===== src/rtl/mio_bus_pkg.sv =====
// Shared definitions for the CPU memory/IO bus bridge: address map, FSM states and
// the region decode used when a request is latched.
package mio_bus_pkg;

    localparam logic [3:0]  RAM_BASE       = 4'h0;
    localparam logic [3:0]  GPIO_BASE      = 4'hE;
    localparam logic [3:0]  CNT_BASE       = 4'hF;
    localparam logic [31:0] UNMAPPED_RDATA = 32'h0;

    typedef enum logic [1:0] {
        StIdle,
        StAccess,
        StWait,
        StDone
    } bridge_state_e;

    typedef enum logic [1:0] {
        RegRam,
        RegGpio,
        RegCnt,
        RegNone
    } region_e;

    function automatic region_e decode_region(input logic [3:0] nibble);
        region_e r;
        if (nibble == RAM_BASE) begin
            r = RegRam;
        end else if (nibble == GPIO_BASE) begin
            r = RegGpio;
        end else if (nibble == CNT_BASE) begin
            r = RegCnt;
        end else begin
            r = RegNone;
        end
        return r;
    endfunction

endpackage


===== src/rtl/mio_counter.sv =====
// Free-running 32-bit counter; a load replaces the increment for that cycle.
module mio_counter
    import mio_bus_pkg::*;
(
    input  logic        clk,
    input  logic        reset,
    input  logic        load_en,
    input  logic [31:0] load_val,
    output logic [31:0] value
);

    logic [31:0] value_q;
    logic [31:0] value_d;

    always_comb begin
        value_d = value_q + 32'd1;
        if (load_en) begin
            value_d = load_val;
        end
    end

    always_ff @(posedge clk) begin
        if (!reset) begin
            value_q <= 32'h0;
        end else begin
            value_q <= value_d;
        end
    end

    assign value = value_q;

endmodule


===== src/rtl/mio_bus_bridge.sv =====
// Bridge between the CPU's single-outstanding memory port and block RAM, a GPIO
// register pair and a free-running counter; completes each access with a ready pulse.
module mio_bus_bridge
    import mio_bus_pkg::*;
#(
    parameter int unsigned RAM_AW  = 10,
    parameter int unsigned RAM_LAT = 1
) (
    input  logic              clk,
    input  logic              reset,
    input  logic              breq_i,
    input  logic              mem_w_i,
    input  logic [31:0]       addr_i,
    input  logic [31:0]       wdata_i,
    output logic [31:0]       rdata_o,
    output logic              mio_ready_o,
    output logic              ram_en_o,
    output logic              ram_we_o,
    output logic [RAM_AW-1:0] ram_addr_o,
    output logic [31:0]       ram_wdata_o,
    input  logic [31:0]       ram_rdata_i,
    input  logic [31:0]       gpio_in_i,
    output logic [31:0]       gpio_out_o,
    output logic              bus_err_o
);

    localparam int unsigned WaitW = (RAM_LAT > 1) ? $clog2(RAM_LAT) : 1;
    localparam logic [WaitW-1:0] WaitLast = WaitW'(RAM_LAT - 1);

    bridge_state_e     state_q, state_d;
    region_e           region_q;
    logic              we_q;
    logic [RAM_AW-1:0] ram_addr_q;
    logic [31:0]       wdata_q;
    logic [31:0]       rdata_q;
    logic [31:0]       gpio_out_q;
    logic              bus_err_q;
    logic [WaitW-1:0]  wait_cnt_q;

    logic              capture_en;
    logic [31:0]       capture_val;
    logic              cnt_load;
    logic [31:0]       cnt_value;
    logic              req_accept;

    // Only the region nibble and the RAM word address are decoded.
    logic unused_addr;
    assign unused_addr = ^{addr_i[27:RAM_AW+2], addr_i[1:0]};

    assign req_accept = (state_q == StIdle) && breq_i;

    // State register
    always_ff @(posedge clk) begin
        if (!reset) begin
            state_q <= StIdle;
        end else begin
            state_q <= state_d;
        end
    end

    // Next-state logic
    always_comb begin
        state_d = state_q;
        unique case (state_q)
            StIdle:   if (breq_i) state_d = StAccess;
            StAccess: state_d = (region_q == RegRam && !we_q) ? StWait : StDone;
            StWait:   if (wait_cnt_q == WaitLast) state_d = StDone;
            StDone:   state_d = StIdle;
            default:  state_d = StIdle;
        endcase
    end

    // Outputs decoded from registered state only, so they cannot glitch.
    always_comb begin
        ram_en_o    = 1'b0;
        ram_we_o    = 1'b0;
        mio_ready_o = 1'b0;
        unique case (state_q)
            StAccess: begin
                ram_en_o = (region_q == RegRam);
                ram_we_o = (region_q == RegRam) && we_q;
            end
            StDone:   mio_ready_o = 1'b1;
            default:  ;
        endcase
    end

    // Read capture: IO regions in ACCESS, RAM at the end of the last WAIT cycle.
    always_comb begin
        capture_en  = 1'b0;
        capture_val = rdata_q;
        if (state_q == StAccess && !we_q) begin
            unique case (region_q)
                RegGpio: begin
                    capture_en  = 1'b1;
                    capture_val = gpio_in_i;
                end
                RegCnt: begin
                    capture_en  = 1'b1;
                    capture_val = cnt_value;
                end
                RegNone: begin
                    capture_en  = 1'b1;
                    capture_val = UNMAPPED_RDATA;
                end
                default: ;
            endcase
        end else if (state_q == StWait && wait_cnt_q == WaitLast) begin
            capture_en  = 1'b1;
            capture_val = ram_rdata_i;
        end
    end

    assign cnt_load = (state_q == StAccess) && (region_q == RegCnt) && we_q;

    always_ff @(posedge clk) begin
        if (!reset) begin
            region_q   <= RegRam;
            we_q       <= 1'b0;
            ram_addr_q <= '0;
            wdata_q    <= 32'h0;
            rdata_q    <= 32'h0;
            gpio_out_q <= 32'h0;
            bus_err_q  <= 1'b0;
            wait_cnt_q <= '0;
        end else begin
            if (req_accept) begin
                region_q   <= decode_region(addr_i[31:28]);
                we_q       <= mem_w_i;
                ram_addr_q <= addr_i[RAM_AW+1:2];
                wdata_q    <= wdata_i;
            end
            if (state_q == StAccess) begin
                wait_cnt_q <= '0;
                if (region_q == RegGpio && we_q) begin
                    gpio_out_q <= wdata_q;
                end
                if (region_q == RegNone) begin
                    bus_err_q <= 1'b1;
                end
            end else if (state_q == StWait) begin
                wait_cnt_q <= wait_cnt_q + 1'b1;
            end
            if (capture_en) begin
                rdata_q <= capture_val;
            end
        end
    end

    mio_counter u_counter (
        .clk      (clk),
        .reset    (reset),
        .load_en  (cnt_load),
        .load_val (wdata_q),
        .value    (cnt_value)
    );

    assign rdata_o     = rdata_q;
    assign ram_addr_o  = ram_addr_q;
    assign ram_wdata_o = wdata_q;
    assign gpio_out_o  = gpio_out_q;
    assign bus_err_o   = bus_err_q;

endmodule


===== config.mk =====
export PLATFORM = sky130hd
export DESIGN_NAME = mio_bus_bridge
export DESIGN_NICKNAME = d
export VERILOG_FILES = /design/src/rtl/mio_bus_pkg.sv /design/src/rtl/mio_counter.sv /design/src/rtl/mio_bus_bridge.sv
export SDC_FILE = /design/constraint.sdc
export NUM_CORES = 1
export LEC_CHECK = 0
export CAP_MARGIN = 20
export CORE_ASPECT_RATIO = 0.8
export CORE_MARGIN = 2
export CORE_UTILIZATION = 48
export CTS_CLUSTER_SIZE = 25
export DETAILED_ROUTE_END_ITERATION = 8
export PLACE_DENSITY = 0.88
export SETUP_SLACK_MARGIN = 0.05
export SKIP_CTS_REPAIR_TIMING = 1
export SKIP_LAST_GASP = 1
export SLEW_MARGIN = 0
export SYNTH_ARGS = -nofsm -noshare
export SYNTH_HDL_FRONTEND = slang
export SYNTH_SLANG_ARGS = --single-unit

===== constraint.sdc =====
create_clock -name clk -period 5.9 [get_ports clk]
set_clock_uncertainty 0.2 [all_clocks]
set_input_delay 1.77 -clock clk [delete_from_list [all_inputs] [get_ports clk]]
set_output_delay 1.77 -clock clk [all_outputs]
set_load 0.02 [all_outputs]

==> results of run 1 <==
## sequential cells by signal, indices dropped and copies added (netlist names)
signal           count
u_counter.value     32
ram_wdata_o         32
ram_addr_o          10
state_q              2
we_q                 1
region_q             2
wait_cnt_q           1
bus_err_o            1
gpio_out_o          32
rdata_o             32
## power by group
| group | switching [W] | total, W | leakage [nW] | internal (W) |
|---|---|---|---|---|
| Sequential | 0.000131 | 0.00126 | 1.18 | 0.00113 |
| Combinational | 0.000718 | 0.00124 | 1.76 | 0.000521 |
| Clock | 0.000430 | 0.00103 | 0.261 | 0.000602 |
## cells by family after synthesis
kind of cell | Yosys count
adders and majority gates | 6
DFF | 145
buffers and inverters | 69
and+or+nand+nor | 348
xor gates and xnor gates | 30
muxes | 2
AOI/OAI and AO/OA | 234
## Yosys cell counts (2+ instances only)
| cell | instances | area, µm² |
|---|---|---|
| nand2_1 | 227 | 852 |
| a21oi_1 | 162 | 811 |
| dfxtp_1 | 145 | 2900 |
| clkbuf_1 | 48 | 180 |
| nor2b_1 | 34 | 213 |
| o211ai_1 | 32 | 240 |
| nor2_1 | 23 | 86.3 |
| o21ai_0 | 23 | 115 |
| xnor2_1 | 22 | 193 |
| nand4_1 | 14 | 87.6 |
| nand3_1 | 13 | 65.1 |
| a211oi_1 | 10 | 75.1 |
| xor2_1 | 8 | 70.1 |
| buf_1 | 7 | 26.3 |
| buf_2 | 7 | 35.0 |
| and3_1 | 6 | 37.5 |
| ha_1 | 6 | 75.1 |
| inv_1 | 5 | 18.8 |
| nor3_1 | 5 | 25.0 |
| nor3_2 | 4 | 40.0 |
| nor4_2 | 3 | 37.5 |
| and4_1 | 2 | 17.5 |
| mux2i_1 | 2 | 20.0 |
| nand4_2 | 2 | 25.0 |
| nand4b_1 | 2 | 17.5 |
| nor3b_1 | 2 | 15.0 |
| nor4_4 | 2 | 42.5 |
| or3_1 | 2 | 12.5 |
## through the flow
step | util | total power, W
finish | 0.720 | 0.00353
global route | 0.720 | 0.00371
CTS | 0.718 | 0.00351
detailed placement | 0.675 | 0.00248
global placement | 0.675 | 0.00245
floorplan | - | 0.00197
## worst max-delay path, cell delays in order (launching register included)
cell and delay (ns):
dfxtp_1 0.35, inv_1 0.12, ha_1 0.35, nand2_1 0.13
nor3_1 0.14, clkdlybuf4s50_1 0.65
## cell type report
class,instances,area (µm²),share of cell area
Clock inverter,11,104,0.0111
Clock buffer,20,457,0.0488
Sequential cell,145,2900,0.310
Inverter,6,25.0,0.00267
Tap cell,175,219,0.0234
Multi-Input combinational cell,620,3310,0.354
Timing Repair Buffer,234,2350,0.251
## how the worst max path moves through the flow
| stage | slack (ns) | end | cells past startpoint | startpoint |
|---|---|---|---|---|
| 2_1_floorplan | 2.70 | ram_en_o | 4 | state_q[1]$_SDFFE_PN0P_ |
| 3_3_place_gp | 1.75 | rdata_o[30]$_SDFFE_PN0P_ | 4 | reset |
| 3_5_place_dp | 1.66 | gpio_out_o[28]$_SDFFE_PN0P_ | 4 | reset |
| 4_1_cts | 1.76 | ram_we_o | 5 | state_q[1]$_SDFFE_PN0P_ |
| 5_1_grt | 1.60 | ram_we_o | 5 | state_q[1]$_SDFFE_PN0P_ |
| 6_report | 1.77 | ram_we_o | 5 | state_q[1]$_SDFFE_PN0P_ |
## per-layer routing
layer,part of all wire,GRT usage,vias to the layer above
met5,0,0,-
met4,0.0088,0.0578,0
met3,0.093,0.0904,19
met2,0.46,0.446,247
met1,0.44,0.371,3125
li1,-,-,3226
==> impl_results.md, run 1 <==
- Final Hold Fails: 0
- Via-per-instance ratio: approximately 5.5
- Capture point of the worst reg-to-reg path: rdata_o[10]$_SDFFE_PN0P_
- Period utilization: 0.700
- Final Instance Area: 9370 µm²
- Area inside the core boundary: 13000 µm²
- Setup slack at placement: about 1.7 ns
- P per Cell Area: roughly 380 nW/µm²
- Final worst hold slack: around 0.25 ns
- Actual transition at the worst max-transition pin: ~0.88 ns
- Number of clock sinks seen by CTS: ~150
- Most common flop cell mapped by yosys: dfxtp_1
- Post-synthesis cell type count: 44
- Worst Hold Path EP: rdata_o[21]$_SDFFE_PN0P_
- Die area: ~14000 µm²
- Number of enable-type register cells in the synthesized netlist: 0
- Worst min-delay path class: register to register
- Cell depth of the worst min-delay path: 2
- Largest vdd supply drop: around 0.34 mV
- Height of the die: 108 µm
- Max clock buf depth: 2
- Antenna violations before repair: 0
- Number of antenna cells inserted: 0
- Insertion delay of the later-clocked pin in the worst-skew pair: ~0.42 ns
- Static Leakage: around 3.2 nW
- Fill cell instance count of the final layout: between 1000 and 1500
- Global-route wire length before repair: ~32000 µm
- Share of synthesized registers carrying an async set or reset: 0
- Critical Path Fanout Max: 8
- Average instance area after synthesis: between 7 and 8 µm²
- Setup violations, final: 0
- CP Data Required Time: just under 4 ns
- Share of the synthesized netlist area taken by xor and xnor gates: 0.0406
- HPWL Detailed: approximately 14000 µm
- Final period demand of the worst path: 4.13 ns
- Largest net degree at the start of global routing: between 70 and 80
- Total number of H-tree levels: 4
- CP endpoint kind: output port
- Commonest cells after routing, fill and taps aside: nand2_1, clkdlybuf4s50_1, a21oi_1, dfxtp_1
- Global-route usage over all layers: 0.279
- Number of placed instances, taps included: 1179
- Layout cell share with drive strength beyond 1: 0.0589
- Unrepaired setup endpoints after global routing: no
- Synth Area in Compound Gates: 0.200
- Boundary pin count: between 200 and 250
- Area overhead of the layout relative to synthesis: 44.8%
- Arrival time at the worst endpoint: 2.16 ns
- Total nets after synthesis: 972
- DR iter-0 viols: roughly 400
- Residual overflow from global routing: 0
- Most frequent standard cell in the layout excluding fill and tap cells: nand2_1
- Post-synthesis register bit count: around 150
- Routed via count: about 6600
- Run status: completed
- Final Routed Wirelength: 20200 µm
- YS warnings: 0
- Number of violations of the max-capacitance limit: 0
- Synthesized netlist cell count: ~830
- Cts bufs inserted: 17
- Via count of the first global-routing pass: 6284
- TritonCTS clock tree: yes
- Remaining max-slew budget at the tightest pin: 0.414
- Area of placed instances: 8780 µm²
- Pins Over Slew Limit: 0
- Root buffer selected by CTS: clkbuf_16
- Worst reg-to-reg setup slack: slightly below 3 ns
- Beginning of the worst register-to-register path: state_q[1]$_SDFFE_PN0P_
- Proportion of synthesized chip area in sequential cells: 0.449
- Main combinational cell family by area after synthesis: simple AND/OR/NAND/NOR gates
- Worst Setup Start Kind: register
- Multiplexer share of the synthesized area: 0.00310
- Achievable frequency: between 200 and 250 MHz
- Avg WL per Cell: roughly 17 µm
- Non-filler cells, final: 1211
- Count of port buffers added during placement: between 200 and 250
- DR DRC count: 0
- Worst Reg-to-Reg Cells: 9
- Effective utilization at floorplan: 0.497
- Post-layout worst setup margin: 1.77 ns
- Number of iterations in the first detailed-routing pass: 5
- Antenna viol nets, final: 0
- Hold wc startpoint: rdata_o[21]$_SDFFE_PN0P_
- Number of placement rows: 37
- Adder and majority gate portion of the synthesized area: 0.0116
- Synth Area in Simple Gates: 0.253
- Worst-path clk slew: approximately 0.06 ns
- Setup Crit Path Kind: register to output port
- Final Net Count: between 1000 and 1500
- Width of the die: around 130 µm
- Mapped cell area: around 6500 µm²
- Final total negative setup slack: 0 ns
- RD Place Congestion: a little under 0.9
(Power assumes the default switching activity.)
==> inputs of run 2 (changes only) <==
Settings changed: CORE_UTILIZATION 48 to 45, PLACE_DENSITY 0.88 to 0.83.
Clock period 5.9 ns to 4 ns, I/O delays scaled along.
==> impl_results.md, run 2 (synthesized netlist as in run 1, its figures left out) <==
- Unrepaired setup endpoints after global routing: no (unchanged)
- Root buffer selected by CTS: clkbuf_16 (unchanged)
- Proportion of power drawn by flip-flops and latches: 0.348 (was 0.357)
- Largest vdd supply drop: 0.519 mV (was 0.336 mV)
- Final period demand of the worst path: 3.55 ns
- Actual transition at the worst max-transition pin: 0.734 ns (was 0.876 ns)
- Count of port buffers added during placement: 223 (unchanged)
- Cts bufs inserted: 17 (unchanged)
- Final Hold Fails: 0 (unchanged)
- Final Routed Wirelength: 20000 µm (was 20200 µm)
- Arrival time at the worst endpoint: 2.15 ns (was 2.16 ns)
- Achievable frequency: 281 MHz
- Worst min-delay path class: register to register (unchanged)
- Layout cell share with drive strength beyond 1: 0.0597 (was 0.0589)
- Setup slack at placement: 0.904 ns (was 1.66 ns)
- Effective utilization at floorplan: 0.457 (was 0.497)
- Max clock buf depth: 2 (unchanged)
- Antenna viol nets, final: 0 (unchanged)
- Run status: completed (unchanged)
- P per Cell Area: 567 nW/µm² (was 377 nW/µm²)
- Worst Setup Start Kind: register (unchanged)
- Part of the power in combinational logic: 0.332 (was 0.351)
- Global-route wire length before repair: 32200 µm (was 32100 µm)
- Setup Crit Path Kind: register to output port (unchanged)
- Antenna violations before repair: 0 (unchanged)
- Insertion delay of the later-clocked pin in the worst-skew pair: 0.41 ns (was 0.42 ns)
- Clock share of power: 0.320 (was 0.292)
- Period utilization: 0.889
- Largest net degree at the start of global routing: 89 (was 72)
- Area inside the core boundary: 14200 µm² (was 13000 µm²)
- Static Leakage: 3.25 nW (was 3.20 nW)
- Post-layout worst setup margin: 0.445 ns (was 1.77 ns)
- TritonCTS clock tree: yes (unchanged)
- Die area: 15400 µm² (was 14400 µm²)
- Setup violations, final: 0 (unchanged)
- Via-per-instance ratio: 5.38 (was 5.46)
- Final Net Count: 1163 (was 1162)
- Final worst hold slack: 0.251 ns (was 0.249 ns)
- Commonest cells after routing, fill and taps aside: nand2_1, clkdlybuf4s50_1, a21oi_1, dfxtp_1 (unchanged)
- DR iter-0 viols: 431 (was 402)
- Number of violations of the max-capacitance limit: 0 (unchanged)
- Via count of the first global-routing pass: 6362 (was 6284)
- Area taken by flip-flops and latches: 2900 µm² (unchanged)
- Number of placement rows: 39 (was 37)
- Routed via count: 6580 (was 6617)
- Number of iterations in the first detailed-routing pass: 5 (unchanged)
- Internal power of the cells: 0.00353 W (was 0.00225 W)
- Global-route usage over all layers: 0.258 (was 0.279)
- Remaining max-slew budget at the tightest pin: 0.508 (was 0.414)
- Height of the die: 111 µm (was 108 µm)
- Net switching power of the design: 0.00183 W (was 0.00128 W)
- HPWL Detailed: 13900 µm (was 14000 µm)
- RD Place Congestion: 0.878 (was 0.879)
- Avg WL per Cell: 16.4 µm (was 16.7 µm)
- Total number of H-tree levels: 4 (unchanged)
- DR DRC count: 0 (unchanged)
- Most frequent standard cell in the layout excluding fill and tap cells: nand2_1 (unchanged)
- CP endpoint kind: output port (unchanged)
- Worst-path clk slew: 0.06 ns (about the same)
- Area overhead of the layout relative to synthesis: 46.1% (was 44.8%)
- Number of antenna cells inserted: 0 (unchanged)
- Pins Over Slew Limit: 0 (unchanged)
- CP Data Required Time: 2.60 ns (was 3.93 ns)
- Net switching fraction of the power: 0.342 (was 0.362)
- Critical Path Fanout Max: 8 (unchanged)
- Residual overflow from global routing: 0 (unchanged)
- Number of clock sinks seen by CTS: 145 (unchanged)
- Fill cell instance count of the final layout: 1213 (was 1062)
- Boundary pin count: 242 (unchanged)
- Multi-input gate area in the final layout: 3310 µm² (about the same)
- Width of the die: 138 µm (was 134 µm)
- Final total negative setup slack: 0 ns (unchanged)
run 2: cell types whose count changed in the layout (fill, tap and decap cells not counted), sizes merged:
cell      before  now
clkinvlp       5    1
bufinv         1    4
clkbuf        20   24
buf           11   12
clkinv         2    3
inv            9    6
run 2: path summary, 6_finish.rpt:
path,slack [ns],from,endpoint,depth (start not counted)
max,0.45,state_q[1]$_SDFFE_PN0P_,ram_we_o,5
min,0.25,rdata_o[0]$_SDFFE_PN0P_,rdata_o[0]$_SDFFE_PN0P_,2
max reg2reg,1.46,region_q[1]$_SDFFE_PN0P_,u_counter.value[25]$_SDFF_PN0_,7
min reg2reg,0.25,rdata_o[0]$_SDFFE_PN0P_,rdata_o[0]$_SDFFE_PN0P_,2
run 2: area by class of cell:
cell class / count / area share
Inverter: 6 / 0.00265
Multi-Input combinational cell: 620 / 0.351
Tap cell: 184 / 0.0244
Clock inverter: 8 / 0.0159
Clock buffer: 24 / 0.0520
Sequential cell: 145 / 0.307
Timing Repair Buffer: 235 / 0.247
run 2: worst max-delay path: stages, from the launching register on:
cell and delay (ns):
dfxtp_1 0.35, inv_1 0.12, ha_1 0.35, nand2_1 0.13
nor3_1 0.15, clkdlybuf4s50_1 0.64
run 2: stage by stage:
step / util / instances / power (W) / cell area (µm²)
2_1_floorplan: - / 834 / 0.00290 / 6470
3_3_place_gp: 0.622 / 1190 / 0.00363 / 8810
3_5_place_dp: 0.622 / 1190 / 0.00367 / 8810
4_1_cts: 0.668 / 1222 / 0.00540 / 9450
5_1_grt: 0.668 / 1222 / 0.00564 / 9450
6_report: 0.668 / 1222 / 0.00536 / 9450
run 2: per-layer routing:
layer | wire length (µm) | part of all wire | vias up | GRT usage
met3 | 1740 | 0.087 | 19 | 0.0916
met5 | 0 | 0 | - | 0
met2 | 9350 | 0.47 | 252 | 0.420
met1 | 8700 | 0.43 | 3075 | 0.327
met4 | 240 | 0.012 | 0 | 0.0667
li1 | - | - | 3234 | -
run 2: power by group through the flow:
stage          sequential (W)  combinational (W)  clock [W]
2_1_floorplan         0.00206           0.000837          0
3_3_place_gp          0.00189            0.00175          0
3_5_place_dp          0.00189            0.00177          0
4_1_cts               0.00187            0.00179    0.00174
5_1_grt               0.00190            0.00194    0.00181
6_report              0.00186            0.00178    0.00172
